===== config.mk =====
export PLATFORM = sky130hd
export DESIGN_NAME = ddr3_ddl_timer
export DESIGN_NICKNAME = d
export VERILOG_FILES = /design/src/rtl/ddr3_settings.sv /design/src/rtl/ddr3_delay_ctr.sv /design/src/rtl/ddr3_ddl_timer.sv
export SDC_FILE = /design/constraint.sdc
export NUM_CORES = 1
export LEC_CHECK = 0
export ABC_CLOCK_PERIOD_IN_PS = 3700
export CAP_MARGIN = 20
export CORE_MARGIN = 8
export CORE_UTILIZATION = 40
export DETAILED_ROUTE_END_ITERATION = 6
export PLACE_DENSITY = 0.62
export SYNTH_ARGS = -nofsm -noshare
export SYNTH_HDL_FRONTEND = slang
export SYNTH_SLANG_ARGS = --single-unit

===== constraint.sdc =====
create_clock -name clock -period 3.7 [get_ports clock]
set_clock_uncertainty 0.05 [all_clocks]
set_input_delay 0.74 -clock clock [delete_from_list [all_inputs] [get_ports clock]]
set_output_delay 0.74 -clock clock [all_outputs]
set_load 0.05 [all_outputs]

===== src/rtl/ddr3_settings.sv =====
// ============================================================================
// Module      : ddr3_settings (package)
// Description : Shared DDR3 data-layer definitions. Holds the {RAS#,CAS#,WE#}
//               command codes, the timer slot indices used by the command
//               acceptor, the refresh FSM state type and the default timing
//               values (in controller clocks) derived from DDR_FREQ_MHZ.
// Revision    : 1.0 - initial release
// ============================================================================
`default_nettype none

package ddr3_settings;

    // Controller clock frequency used to derive the default timings.
    localparam int DDR_FREQ_MHZ = 100;

    // Round a picosecond figure up to whole controller clocks.
    function automatic int ps_to_clk(input int t_ps);
        return (t_ps * DDR_FREQ_MHZ + 999_999) / 1_000_000;
    endfunction

    function automatic int max2(input int a, input int b);
        return (a > b) ? a : b;
    endfunction

    // {RAS#, CAS#, WE#} command encodings
    localparam logic [2:0] CMD_MODE = 3'b000;
    localparam logic [2:0] CMD_REFR = 3'b001;
    localparam logic [2:0] CMD_PREC = 3'b010;
    localparam logic [2:0] CMD_ACTV = 3'b011;
    localparam logic [2:0] CMD_WRIT = 3'b100;
    localparam logic [2:0] CMD_READ = 3'b101;
    localparam logic [2:0] CMD_ZQCL = 3'b110;
    localparam logic [2:0] CMD_NOOP = 3'b111;

    // Analogue timings (DDR3-800 class figures)
    localparam int TRCD_DEF  = ps_to_clk(13_750);
    localparam int TRP_DEF   = ps_to_clk(13_750);
    localparam int TRAS_DEF  = ps_to_clk(35_000);
    localparam int TRFC_DEF  = ps_to_clk(110_000);
    localparam int TREFI_DEF = ps_to_clk(7_800_000);

    // Timings already expressed in clocks; TWR/TWTR fold in CWL and the burst.
    localparam int TWR_DEF   = 6;
    localparam int TRTP_DEF  = 2;
    localparam int TCCD_DEF  = 4;
    localparam int TWTR_DEF  = 7;
    localparam int TRTW_DEF  = 4;
    localparam int TMRD_DEF  = 4;

    // Timer slots; one global down-counter per slot (single open row).
    localparam int TMR_ACT    = 0;  // next ACT
    localparam int TMR_CAS    = 1;  // next RD/WR
    localparam int TMR_RD     = 2;  // next READ
    localparam int TMR_WR     = 3;  // next WRITE
    localparam int TMR_PRE    = 4;  // next PRE
    localparam int TMR_ANY    = 5;  // next REF/MRS/ZQCL
    localparam int NUM_TIMERS = 6;

    typedef enum logic [1:0] {
        R_IDLE = 2'd0,
        R_DUE  = 2'd1,
        R_BUSY = 2'd2
    } ref_state_t;

endpackage

`default_nettype wire


===== src/rtl/ddr3_delay_ctr.sv =====
// ============================================================================
// Module      : ddr3_delay_ctr
// Description : Saturating down-counter with load-max. On i_load the count
//               becomes max(current, i_value); otherwise it decrements by one
//               per clock and stops at zero.
// Ports       : clk, rst (async, active high)
//               i_load   - load request
//               i_value  - candidate load value
//               o_count  - current count
// Revision    : 1.0 - initial release
// ============================================================================
`default_nettype none

module ddr3_delay_ctr #(
    parameter int WIDTH = 4
) (
    input  logic             clk,
    input  logic             rst,
    input  logic             i_load,
    input  logic [WIDTH-1:0] i_value,
    output logic [WIDTH-1:0] o_count
);

    logic [WIDTH-1:0] r_count;

    always_ff @(posedge clk or posedge rst) begin
        if (rst) begin
            r_count <= '0;
        end else if (i_load) begin
            // Never shorten a constraint that is already pending.
            r_count <= (i_value > r_count) ? i_value : r_count;
        end else if (r_count != '0) begin
            r_count <= r_count - 1'b1;
        end
    end

    assign o_count = r_count;

endmodule

`default_nettype wire


===== src/rtl/ddr3_ddl_timer.sv =====
// ============================================================================
// Module      : ddr3_ddl_timer
// Description : DDR3 data-layer command acceptor. Enforces inter-command
//               timings with global down-counters, raises ddl_rdy_o when the
//               presented command may issue, schedules periodic refresh via
//               ddl_ref_o and registers accepted commands onto the DFI bus.
// Ports       : clock, reset (async, active high)
//               ref_en_i            - enable refresh-interval counting
//               ddl_req_i/ddl_rdy_o - command handshake
//               ddl_seq_i           - same-row RD/WR follows (informational)
//               ddl_cmd_i/tid/ba/adr- command, ID, bank, row/column
//               ddl_ref_o           - refresh due / in progress
//               dfi_*               - registered DFI command outputs
// Revision    : 1.0 - initial release
// ============================================================================
`default_nettype none

module ddr3_ddl_timer
    import ddr3_settings::*;
#(
    parameter int REQID        = 4,
    parameter int DDR_ROW_BITS = 13,
    parameter int TRCD         = TRCD_DEF,
    parameter int TRP          = TRP_DEF,
    parameter int TRAS         = TRAS_DEF,
    parameter int TRFC         = TRFC_DEF,
    parameter int TREFI        = TREFI_DEF,
    parameter int TWR          = TWR_DEF,
    parameter int TRTP         = TRTP_DEF,
    parameter int TCCD         = TCCD_DEF,
    parameter int TWTR         = TWTR_DEF,
    parameter int TRTW         = TRTW_DEF,
    parameter int TMRD         = TMRD_DEF
) (
    input  logic                    clock,
    input  logic                    reset,
    input  logic                    ref_en_i,
    input  logic                    ddl_req_i,
    input  logic                    ddl_seq_i,
    output logic                    ddl_rdy_o,
    output logic                    ddl_ref_o,
    input  logic [2:0]              ddl_cmd_i,
    input  logic [REQID-1:0]        ddl_tid_i,
    input  logic [2:0]              ddl_ba_i,
    input  logic [DDR_ROW_BITS-1:0] ddl_adr_i,
    output logic                    dfi_cs_n_o,
    output logic                    dfi_ras_n_o,
    output logic                    dfi_cas_n_o,
    output logic                    dfi_we_n_o,
    output logic [2:0]              dfi_ba_o,
    output logic [DDR_ROW_BITS-1:0] dfi_adr_o,
    output logic                    dfi_rden_o,
    output logic                    dfi_wren_o,
    output logic [REQID-1:0]        dfi_tid_o
);

    // Longest value any timer is ever loaded with sets the counter width.
    localparam int T_MAX  = max2(max2(max2(TRCD, TRAS), max2(TCCD, TRTW)),
                                 max2(max2(TRTP + TRP, TWR + TRP),
                                      max2(max2(TWTR, TRFC), max2(TRP, TMRD))));
    localparam int CTR_W  = $clog2(T_MAX + 1);
    localparam int REFI_W = $clog2(TREFI + 1);

    logic                 r_run;
    logic                 r_open;
    ref_state_t           r_ref_state;
    logic [REFI_W-1:0]    r_refi;

    logic                 w_accept;
    logic [NUM_TIMERS-1:0] w_load;
    logic [CTR_W-1:0]     w_value [NUM_TIMERS];
    logic [CTR_W-1:0]     w_count [NUM_TIMERS];
    logic [NUM_TIMERS-1:0] w_zero;
    logic                 w_open_set;
    logic                 w_open_clr;
    logic                 w_unused;

    // The same-row hint does not alter timing in this implementation.
    assign w_unused = ddl_seq_i;

    assign w_accept = ddl_req_i & ddl_rdy_o;

    // ------------------------------------------------------------------
    // Timers
    // ------------------------------------------------------------------
    generate
        for (genvar gi = 0; gi < NUM_TIMERS; gi++) begin : g_timer
            ddr3_delay_ctr #(
                .WIDTH (CTR_W)
            ) u_ctr (
                .clk     (clock),
                .rst     (reset),
                .i_load  (w_load[gi]),
                .i_value (w_value[gi]),
                .o_count (w_count[gi])
            );
            assign w_zero[gi] = (w_count[gi] == '0);
        end
    endgenerate

    // Timer loads and open-row tracking for the accepted command.
    always_comb begin
        w_load     = '0;
        w_open_set = 1'b0;
        w_open_clr = 1'b0;
        for (int i = 0; i < NUM_TIMERS; i++) begin
            w_value[i] = '0;
        end
        if (w_accept) begin
            case (ddl_cmd_i)
                CMD_ACTV: begin
                    w_load[TMR_CAS]  = 1'b1;
                    w_value[TMR_CAS] = CTR_W'(TRCD);
                    w_load[TMR_PRE]  = 1'b1;
                    w_value[TMR_PRE] = CTR_W'(TRAS);
                    w_open_set       = 1'b1;
                end
                CMD_READ: begin
                    w_load[TMR_CAS]  = 1'b1;
                    w_value[TMR_CAS] = CTR_W'(TCCD);
                    w_load[TMR_WR]   = 1'b1;
                    w_value[TMR_WR]  = CTR_W'(TRTW);
                    w_load[TMR_PRE]  = 1'b1;
                    w_value[TMR_PRE] = CTR_W'(TRTP);
                    if (ddl_adr_i[10]) begin
                        // Auto-precharge: row closes after tRTP, then tRP.
                        w_load[TMR_ACT]  = 1'b1;
                        w_value[TMR_ACT] = CTR_W'(TRTP + TRP);
                        w_load[TMR_ANY]  = 1'b1;
                        w_value[TMR_ANY] = CTR_W'(TRTP + TRP);
                        w_open_clr       = 1'b1;
                    end
                end
                CMD_WRIT: begin
                    w_load[TMR_CAS]  = 1'b1;
                    w_value[TMR_CAS] = CTR_W'(TCCD);
                    w_load[TMR_RD]   = 1'b1;
                    w_value[TMR_RD]  = CTR_W'(TWTR);
                    w_load[TMR_PRE]  = 1'b1;
                    w_value[TMR_PRE] = CTR_W'(TWR);
                    if (ddl_adr_i[10]) begin
                        w_load[TMR_ACT]  = 1'b1;
                        w_value[TMR_ACT] = CTR_W'(TWR + TRP);
                        w_load[TMR_ANY]  = 1'b1;
                        w_value[TMR_ANY] = CTR_W'(TWR + TRP);
                        w_open_clr       = 1'b1;
                    end
                end
                CMD_PREC: begin
                    w_load[TMR_ACT]  = 1'b1;
                    w_value[TMR_ACT] = CTR_W'(TRP);
                    w_load[TMR_ANY]  = 1'b1;
                    w_value[TMR_ANY] = CTR_W'(TRP);
                    w_open_clr       = 1'b1;
                end
                CMD_REFR: begin
                    w_load[TMR_ACT]  = 1'b1;
                    w_value[TMR_ACT] = CTR_W'(TRFC);
                    w_load[TMR_ANY]  = 1'b1;
                    w_value[TMR_ANY] = CTR_W'(TRFC);
                end
                CMD_MODE, CMD_ZQCL: begin
                    w_load[TMR_ACT]  = 1'b1;
                    w_value[TMR_ACT] = CTR_W'(TMRD);
                    w_load[TMR_ANY]  = 1'b1;
                    w_value[TMR_ANY] = CTR_W'(TMRD);
                end
                default: begin
                end
            endcase
        end
    end

    // Issue permission for whatever command is presented, valid or not.
    always_comb begin
        ddl_rdy_o = 1'b0;
        case (ddl_cmd_i)
            CMD_ACTV: ddl_rdy_o = w_zero[TMR_ACT] & ~r_open;
            CMD_READ: ddl_rdy_o = r_open & w_zero[TMR_CAS] & w_zero[TMR_RD];
            CMD_WRIT: ddl_rdy_o = r_open & w_zero[TMR_CAS] & w_zero[TMR_WR];
            CMD_PREC: ddl_rdy_o = w_zero[TMR_PRE];
            CMD_REFR,
            CMD_MODE,
            CMD_ZQCL: ddl_rdy_o = w_zero[TMR_ANY] & ~r_open;
            default:  ddl_rdy_o = 1'b1;
        endcase
        ddl_rdy_o = ddl_rdy_o & r_run;
    end

    // ------------------------------------------------------------------
    // Run flag and open-row flag
    // ------------------------------------------------------------------
    always_ff @(posedge clock or posedge reset) begin
        if (reset) begin
            r_run  <= 1'b0;
            r_open <= 1'b0;
        end else begin
            r_run <= 1'b1;
            if (w_open_set) begin
                r_open <= 1'b1;
            end else if (w_open_clr) begin
                r_open <= 1'b0;
            end
        end
    end

    // ------------------------------------------------------------------
    // Refresh scheduler
    // ------------------------------------------------------------------
    always_ff @(posedge clock or posedge reset) begin
        if (reset) begin
            r_ref_state <= R_IDLE;
            r_refi      <= REFI_W'(TREFI - 1);
            ddl_ref_o   <= 1'b0;
        end else if (!ref_en_i) begin
            r_ref_state <= R_IDLE;
            r_refi      <= REFI_W'(TREFI - 1);
            ddl_ref_o   <= 1'b0;
        end else begin
            case (r_ref_state)
                R_IDLE: begin
                    // A REFR accepted here only loads timers.
                    if (r_refi == '0) begin
                        r_ref_state <= R_DUE;
                        ddl_ref_o   <= 1'b1;
                    end else begin
                        r_refi <= r_refi - 1'b1;
                    end
                end
                R_DUE: begin
                    if (w_accept && (ddl_cmd_i == CMD_REFR)) begin
                        r_ref_state <= R_BUSY;
                    end
                end
                R_BUSY: begin
                    // Drop the flag exactly when tRFC expires.
                    if (w_count[TMR_ANY] == CTR_W'(1)) begin
                        r_ref_state <= R_IDLE;
                        r_refi      <= REFI_W'(TREFI - 1);
                        ddl_ref_o   <= 1'b0;
                    end
                end
                default: begin
                    r_ref_state <= R_IDLE;
                    r_refi      <= REFI_W'(TREFI - 1);
                    ddl_ref_o   <= 1'b0;
                end
            endcase
        end
    end

    // ------------------------------------------------------------------
    // DFI command register: accepted command for one cycle, NOP otherwise
    // ------------------------------------------------------------------
    always_ff @(posedge clock or posedge reset) begin
        if (reset) begin
            dfi_cs_n_o  <= 1'b1;
            dfi_ras_n_o <= 1'b1;
            dfi_cas_n_o <= 1'b1;
            dfi_we_n_o  <= 1'b1;
            dfi_ba_o    <= '0;
            dfi_adr_o   <= '0;
            dfi_rden_o  <= 1'b0;
            dfi_wren_o  <= 1'b0;
            dfi_tid_o   <= '0;
        end else begin
            dfi_cs_n_o <= 1'b0;
            if (w_accept) begin
                {dfi_ras_n_o, dfi_cas_n_o, dfi_we_n_o} <= ddl_cmd_i;
                dfi_ba_o  <= ddl_ba_i;
                dfi_adr_o <= ddl_adr_i;
            end else begin
                {dfi_ras_n_o, dfi_cas_n_o, dfi_we_n_o} <= CMD_NOOP;
            end
            dfi_rden_o <= w_accept && (ddl_cmd_i == CMD_READ);
            dfi_wren_o <= w_accept && (ddl_cmd_i == CMD_WRIT);
            if (w_accept && ((ddl_cmd_i == CMD_READ) || (ddl_cmd_i == CMD_WRIT))) begin
                dfi_tid_o <= ddl_tid_i;
            end
        end
    end

endmodule

`default_nettype wire


==> flow_metrics.tcl, run 1 <==
set metrics [dict create \
    cts_tree "built" \
    dieArea_um2 12900 \
    seq_area_frac_synth_pct 42.9 \
    required_ns 3.91 \
    setup_slack_ns 0.205 \
    postSynthAreaPerCell_um2 9.40 \
    ir_drop_mv 0.435 \
    vias 3262 \
    track_usage_pct 14.6 \
    layout-drive-gt1-share_pct 19.8 \
    maxSlewViolCount 0 \
    drt_pass1_iterations 5 \
    synth_area_um2 3820 \
    worstPathCellList "inv_1 -> ha_1 -> or4b_4 -> a2111oi_4 -> or2_4 -> o21ai_4 -> nor3_4 -> inv_2 -> ha_1 -> nor2b_1 -> o21a_1 -> o21ai_0 -> or4_4 -> nand2b_2 -> mux2i_1" \
    setup_tns_ns 0 \
    numClockSinks 65 \
    ys_types 64 \
    min_from "dfi_adr_o[9]$_DFFE_PP0N_" \
    powerDensity_nw_per_um2 685 \
    grt_pass1_vias 3447 \
    synth_nets 465 \
    clockBufferDepth 2 \
    wl_per_cell_um 14.3 \
    setup_violations 0 \
    worst-path-max-fanout 4 \
    timing.hold.ws_ns 0.427 \
    gp_congestion 0.864 \
    reg2reg_slack_ns 0.21 \
    n_fill_cell 839 \
    start_kind "flop" \
    cp_slowest_stage_delay_ns 0.49 \
    min_to "dfi_adr_o[9]$_DFFE_PP0N_" \
    crit_type "reg -> reg" \
    ys_warn_count 0 \
    r2r-start "g_timer[3].u_ctr.o_count[0]$_DFFE_PP0P_" \
    final_util_pct 54.5 \
    cp_common_cell "ha_1" \
    core_um2 9240 \
    grt_overflow 0 \
    initial_core_util_pct 41.3 \
    cp.arrival_ns 3.71 \
    worstSetupEndpointType "flop" \
    final_common_cell "nand2_1" \
    drt-initial-drc-count 112 \
    timing.final.crit_period_ns 3.49 \
    rows 35 \
    dieWidth_um 114 \
    port_buffers 54 \
    p_total_mw 3.45 \
    place_ws_ns -0.528 \
    tightest_slew_ns 0.814 \
    die_y_um 114 \
    dp_hpwl_um 6810 \
    viasPerCell 5.15 \
    fin_nets 559 \
    slowest_stage "or4b_4" \
    drc 0 \
    postRouteAntennaNets 0 \
    holdBufCountCts 0 \
    path_clk_slew_ns 0.08 \
    hold_depth 2 \
    cap_violations 0 \
    async_flop_share_pct 100 \
    power.leakage_nw 2.31 \
    ys_ff_latch 65 \
    hold_viol_final 0 \
    slew_headroom_pct 45.7 \
    diodes 0 \
    grt_pass1_wl_um 15600 \
    timing.final.crit_share_pct 94.5 \
    min_path_type "reg -> reg" \
    area_growth_pct 31.9 \
    numCtsBuffers 9 \
    mostFrequentLayoutCells "nand2_1 (63), dfrtp_1 (56), clkdlybuf4s50_1 (51)" \
    r2r-end "g_timer[2].u_ctr.o_count[0]$_DFFE_PP0P_" \
    grt_antenna_before_repair 0 \
    wl_um 9050 \
    cts_max_level 3 \
    clkLatencyLatePin_ns 0.35 \
    fmax_ghz 0.286 \
    r2r_cells 15 \
    postSynthCellCount 406 \
    ios 56 \
    cts_root_buffer "clkbuf_8" \
    status "complete, no violations" \
    yosys_most_used_dff "dfrtp_1" \
    synth-edff-count 0 \
    grt_max_degree 66 \
]
[registers in the layout, indices dropped and copies added, names as in the netlist, 2 cells and up]
register and cells:
g_timer.u_ctr.o_count 24, r_ref_state 2, dfi_adr_o 13, r_refi 10, dfi_tid_o 4, dfi_ba_o 3
[worst max-delay path, delay by kind of cell (launching register included)]
kind	cells	cell delay, ns
buf+inv	2	0.17
mux	1	0.21
flops	1	0.41
simple gates	6	1.56
fa+ha+maj	2	0.40
compound gates	4	0.60
[power by group]
group | switching [mW] | internal [mW]
Clock | 0.303 | 0.330
Combinational | 0.971 | 0.682
Sequential | 0.193 | 0.966
Total | 1.47 | 1.98
[cells in the mapped netlist (3+ instances only)]
library cell  count  area (um2)
o211ai_1          7        52.6
nand3_1          12        60.1
a211o_1           5        43.8
nand3b_1          3        22.5
dfstp_2           9         236
nor2_1           25        93.8
nand2b_1          9        56.3
a31oi_1           4        25.0
clkbuf_1          4        15.0
nor3_1           13        65.1
buf_4             3        22.5
nor2b_1           4        25.0
a21oi_1          18        90.1
o31ai_1           3        22.5
and3_1            6        37.5
inv_1            33         124
nor4_1            4        25.0
ha_1             31         388
a211oi_1          4        30.0
o21ai_0          16        80.1
nor3b_1           4        30.0
a311oi_1          3        26.3
a31o_2            3        26.3
xor2_1            3        26.3
nand2_1          63         236
mux2i_1           4        40.0
or3_1             5        31.3
dfrtp_1          56        1400
mux2_2            7        78.8
[stage by stage]
stage                     instances  instance area (um2)
after CTS                       634                 5010
after detailed placement        617                 4770
after floorplan                 406                 3820
final                           634                 5030
after global placement          617                 4770
after global routing            634                 5030
[per-layer routing]
layer,up-vias,share of wire (%),GRT usage [%]
met5,-,0,0
li1,1621,-,-
met4,0,1.2,5.24
met2,48,49,25.7
met1,1580,46,16.9
met3,13,3.8,3.59
[cells by family (layout without fill, tap and decap cells)]
logic type	after synthesis	count (layout)	synth area share, %
xor gates and xnor gates	4	4	0.918
DFF	65	65	42.9
buffers and inverters	42	141	4.49
adders and majority gates	31	31	10.2
and+or+nand+nor	170	170	22.6
muxes	11	11	3.11
AOI/OAI and AO/OA	81	81	15.6
other	2	2	0.197
[layout make-up]
class	count	area, um2	area share [%]
flip-flops and latches	65	1640	32.5
well taps	129	161	3.21
repair buffers	92	853	17.0
multi-input cells	299	2050	40.8
clock buffers	10	138	2.73
inverters	33	124	2.46
clock inverters	6	66.3	1.32
[how the worst max path moves through the flow]
stage	startpoint	endpoint	cells after the start
2_1_floorplan	ddl_cmd_i[0]	ddl_rdy_o	4
3_3_place_gp	ddl_cmd_i[0]	g_timer[4].u_ctr.o_count[1]$_DFFE_PP0P_	13
3_5_place_dp	ddl_cmd_i[0]	g_timer[4].u_ctr.o_count[1]$_DFFE_PP0P_	13
4_1_cts	g_timer[1].u_ctr.o_count[1]$_DFFE_PP0P_	g_timer[2].u_ctr.o_count[0]$_DFFE_PP0P_	15
5_1_grt	g_timer[0].u_ctr.o_count[1]$_DFFE_PP0P_	g_timer[2].u_ctr.o_count[0]$_DFFE_PP0P_	14
6_report	g_timer[3].u_ctr.o_count[0]$_DFFE_PP0P_	g_timer[2].u_ctr.o_count[0]$_DFFE_PP0P_	15
[timing repair]
| action | CTS | global route |
|---|---|---|
| setup buffers | 1 | 0 |
| pin swaps | 3 | 2 |
| gates cloned | 0 | 0 |
| setup endpoints to repair | 13 | 15 |
| resized for setup | 9 | 6 |
Note: power is estimated with default switching activity, not from simulation.
==> run 2: changes to the inputs <==
--- a/config.mk
+++ b/config.mk
@@ -5,12 +5,13 @@
 export SDC_FILE = /design/constraint.sdc
 export NUM_CORES = 1
 export LEC_CHECK = 0
+export ABC_AREA = 1
 export ABC_CLOCK_PERIOD_IN_PS = 3700
 export CAP_MARGIN = 20
 export CORE_MARGIN = 8
-export CORE_UTILIZATION = 40
+export CORE_UTILIZATION = 50
 export DETAILED_ROUTE_END_ITERATION = 6
-export PLACE_DENSITY = 0.62
+export PLACE_DENSITY = 0.75
 export SYNTH_ARGS = -nofsm -noshare
 export SYNTH_HDL_FRONTEND = slang
 export SYNTH_SLANG_ARGS = --single-unit
==> constraint.sdc (replaced) <==
create_clock -name clock -period 3.7 [get_ports clock]
set_clock_uncertainty 0.05 [all_clocks]
set_input_delay 0.74 -clock clock [delete_from_list [all_inputs] [get_ports clock]]
set_output_delay 0.74 -clock clock [all_outputs]
set_load 0.005 [all_outputs]
==> flow_metrics.tcl, run 2 <==
set metrics [dict create \
    postRouteAntennaNets 0 \
    setup_violations 0 \
    busiest_layer "met2" \
    cap_violations 0 \
    cts_tree "built" \
    n_fill_cell 668 \
    numClockSinks 65 \
    path_clk_slew_ns 0.07 \
    postSynthCellCount 518 \
    gp_congestion 0.899 \
    ios 56 \
    synth_nets 577 \
    synth-edff-count 0 \
    worstSetupEndpointType "primary output" \
    grtUsageMet2_pct 27.4 \
    yosys_most_used_dff "dfrtp_1" \
    seq_area_frac_synth_pct 40.5 \
    dieArea_um2 11200 \
    slew_headroom_pct 65.3 \
    timing.hold.ws_ns 0.422 \
    ys_warn_count 0 \
    start_kind "primary input" \
    drc 0 \
    numCtsBuffers 9 \
    worstPathCellList "clkdlybuf4s50_1 -> inv_1 -> nand3_1 -> nor2_1 -> nor2_1 -> nand2_2 -> buf_4 -> nor2_2 -> nor2_8 -> clkdlybuf4s50_1" \
    largest_register_ffs 24 \
    vias 3501 \
    ir_drop_mv 0.405 \
    grt_max_degree 66 \
    wl_per_cell_um 12.4 \
    grt_pass1_wl_um 15700 \
    dp.cells 686 \
    timing.final.crit_period_ns 3.44 \
    async_flop_share_pct 100 \
    powerDensity_nw_per_um2 617 \
    dieWidth_um 106 \
    cts_max_level 3 \
    clockBufferDepth 2 \
    grt_setup_unrepaired "false" \
    worst-path-max-fanout 8 \
    diodes 0 \
    hold_viol_final 0 \
    initial_core_util_pct 52.0 \
    wl_um 8720 \
    yosysTopAreaCell "dfrtp_1" \
    synth_common_cells "nand2_1 (168), inv_1 (65), dfrtp_1 (56)" \
    dp_hpwl_um 6600 \
    holdBufCountCts 0 \
    layout-drive-gt1-share_pct 12.5 \
    fmax_ghz 0.290 \
    drt-initial-drc-count 122 \
    p_total_mw 3.07 \
    status "complete, no violations" \
    die_y_um 106 \
    grt_overflow 0 \
    place_ws_ns -0.0489 \
    crit_family "buffers and inverters" \
    fin_nets 654 \
    cp_slowest_stage_delay_ns 0.52 \
    yosysMostFrequentCell "nand2_1" \
    synth_area_um2 4040 \
    grt_util_met1_pct 20.4 \
    path_buf_inv 4 \
    fin_cells 702 \
    slowest_stage "clkdlybuf4s50_1" \
    port_buffers 54 \
    core_um2 7770 \
    ys_types 40 \
    cts_resized 0 \
    synth_area_leaders "dfrtp_1 (35%), nand2_1 (16%), ha_1 (9.6%), nand3_1 (6.1%), inv_1 (6.0%)" \
    crit_type "in -> out" \
    viasPerCell 4.99 \
    clkLatencyLatePin_ns 0.35 \
    power.leakage_nw 2.69 \
    rows 32 \
    final_util_pct 64.0 \
    mostFrequentLayoutCells "nand2_1 (168), inv_1 (64), dfrtp_1 (56)" \
    required_ns 2.91 \
    tightest_slew_ns 0.515 \
    maxSlewViolCount 0 \
    met3_usage_pct 4.77 \
    cts_root_buffer "clkbuf_8" \
    grt_antenna_before_repair 0 \
    area_growth_pct 23.1 \
    min_path_type "reg -> reg" \
    setup_slack_ns 0.257 \
    timing.final.crit_share_pct 93.1 \
    final_common_cell "nand2_1" \
    ys_ff_latch 65 \
    track_usage_pct 16.8 \
    post_cts_buffers 0 \
    postSynthAreaPerCell_um2 7.80 \
    yosys.area.top_type_share_pct 34.7 \
    grt_pass1_vias 3621 \
    drt_pass1_iterations 6 \
    cp.arrival_ns 2.65 \
]
==> run 2: changes by cell type in the layout (fill, tap and decap cells not counted), sizes merged, moves of 9 or more <==
| cell | delta |
|---|---|
| nand2b | -10 |
| nand4 | +16 |
| nand3 | +39 |
| nand2 | +118 |
| inv | +37 |
| nor2 | +12 |
| nor3 | -9 |
| buf | -20 |
==> run 2: path summary, 6_finish.rpt <==
check	start	end	slack (ns)	cells after the start
max in group asynchronous	reset	dfi_cs_n_o$_DFF_PP1_	2.54	3
hold / removal	dfi_tid_o[2]$_DFFE_PP0P_	dfi_tid_o[2]$_DFFE_PP0P_	0.42	2
setup / recovery	ddl_cmd_i[0]	ddl_rdy_o	0.26	10
min in group asynchronous	reset	dfi_ba_o[2]$_DFFE_PP0N_	0.75	3
setup reg to reg	g_timer[2].u_ctr.o_count[0]$_DFFE_PP0P_	g_timer[5].u_ctr.o_count[3]$_DFFE_PP0P_	0.59	20
hold reg to reg	dfi_tid_o[2]$_DFFE_PP0P_	dfi_tid_o[2]$_DFFE_PP0P_	0.42	2
==> run 2: power breakdown <==
group          internal [mW]  switching (mW)
combinational          0.632           0.770
sequential             0.977           0.175
clock                  0.242           0.275
total                   1.85            1.22
==> run 2: layout make-up <==
type	instances	area (um2)	share of cell area (%)
Clock buffer	11	131	2.64
Clock inverter	5	33.8	0.679
Inverter	71	269	5.41
Multi-Input combinational cell	375	2080	41.8
Sequential cell	65	1640	32.9
Tap cell	102	128	2.57
Timing Repair Buffer	73	696	14.0
==> run 2: through the flow <==
step                      area, um2  TNS (ns)
after floorplan                4040         0
after global placement         4810         0
after detailed placement       4810    -0.313
after CTS                      4970         0
after global routing           4970         0
final                          4970         0
==> run 2: worst reg2reg max path, cell delays in order, from the launching register on <==
cell and delay, ns:
dfrtp_1 0.43, inv_1 0.11, ha_1 0.15, nand3_1 0.22, nand2_1 0.14, nand3_1 0.09
nand2_2 0.08, inv_2 0.06, nand2_8 0.06, nand3_4 0.12, inv_4 0.09, o21ai_2 0.06
a21oi_1 0.23, ha_1 0.29, nand2_1 0.07, inv_1 0.04, a32oi_1 0.18, nand4_1 0.27
nand2_2 0.18, nand2_1 0.07, nand2_1 0.05
==> run 2: routing by layer <==
layer	wire, um	vias up
li1	-	1806
met1	4100	1610
met2	4010	72
met3	445	13
met4	155	0
met5	0	-
==> run 2: logic make-up after synthesis <==
| group | synth area share [%] |
|---|---|
| and+or+nand+nor | 34.5 |
| DFF | 40.5 |
| AOI/OAI and AO/OA | 5.45 |
| adders and majority gates | 9.60 |
| other | 0.186 |
| buffers and inverters | 8.02 |
| xor gates and xnor gates | 1.73 |
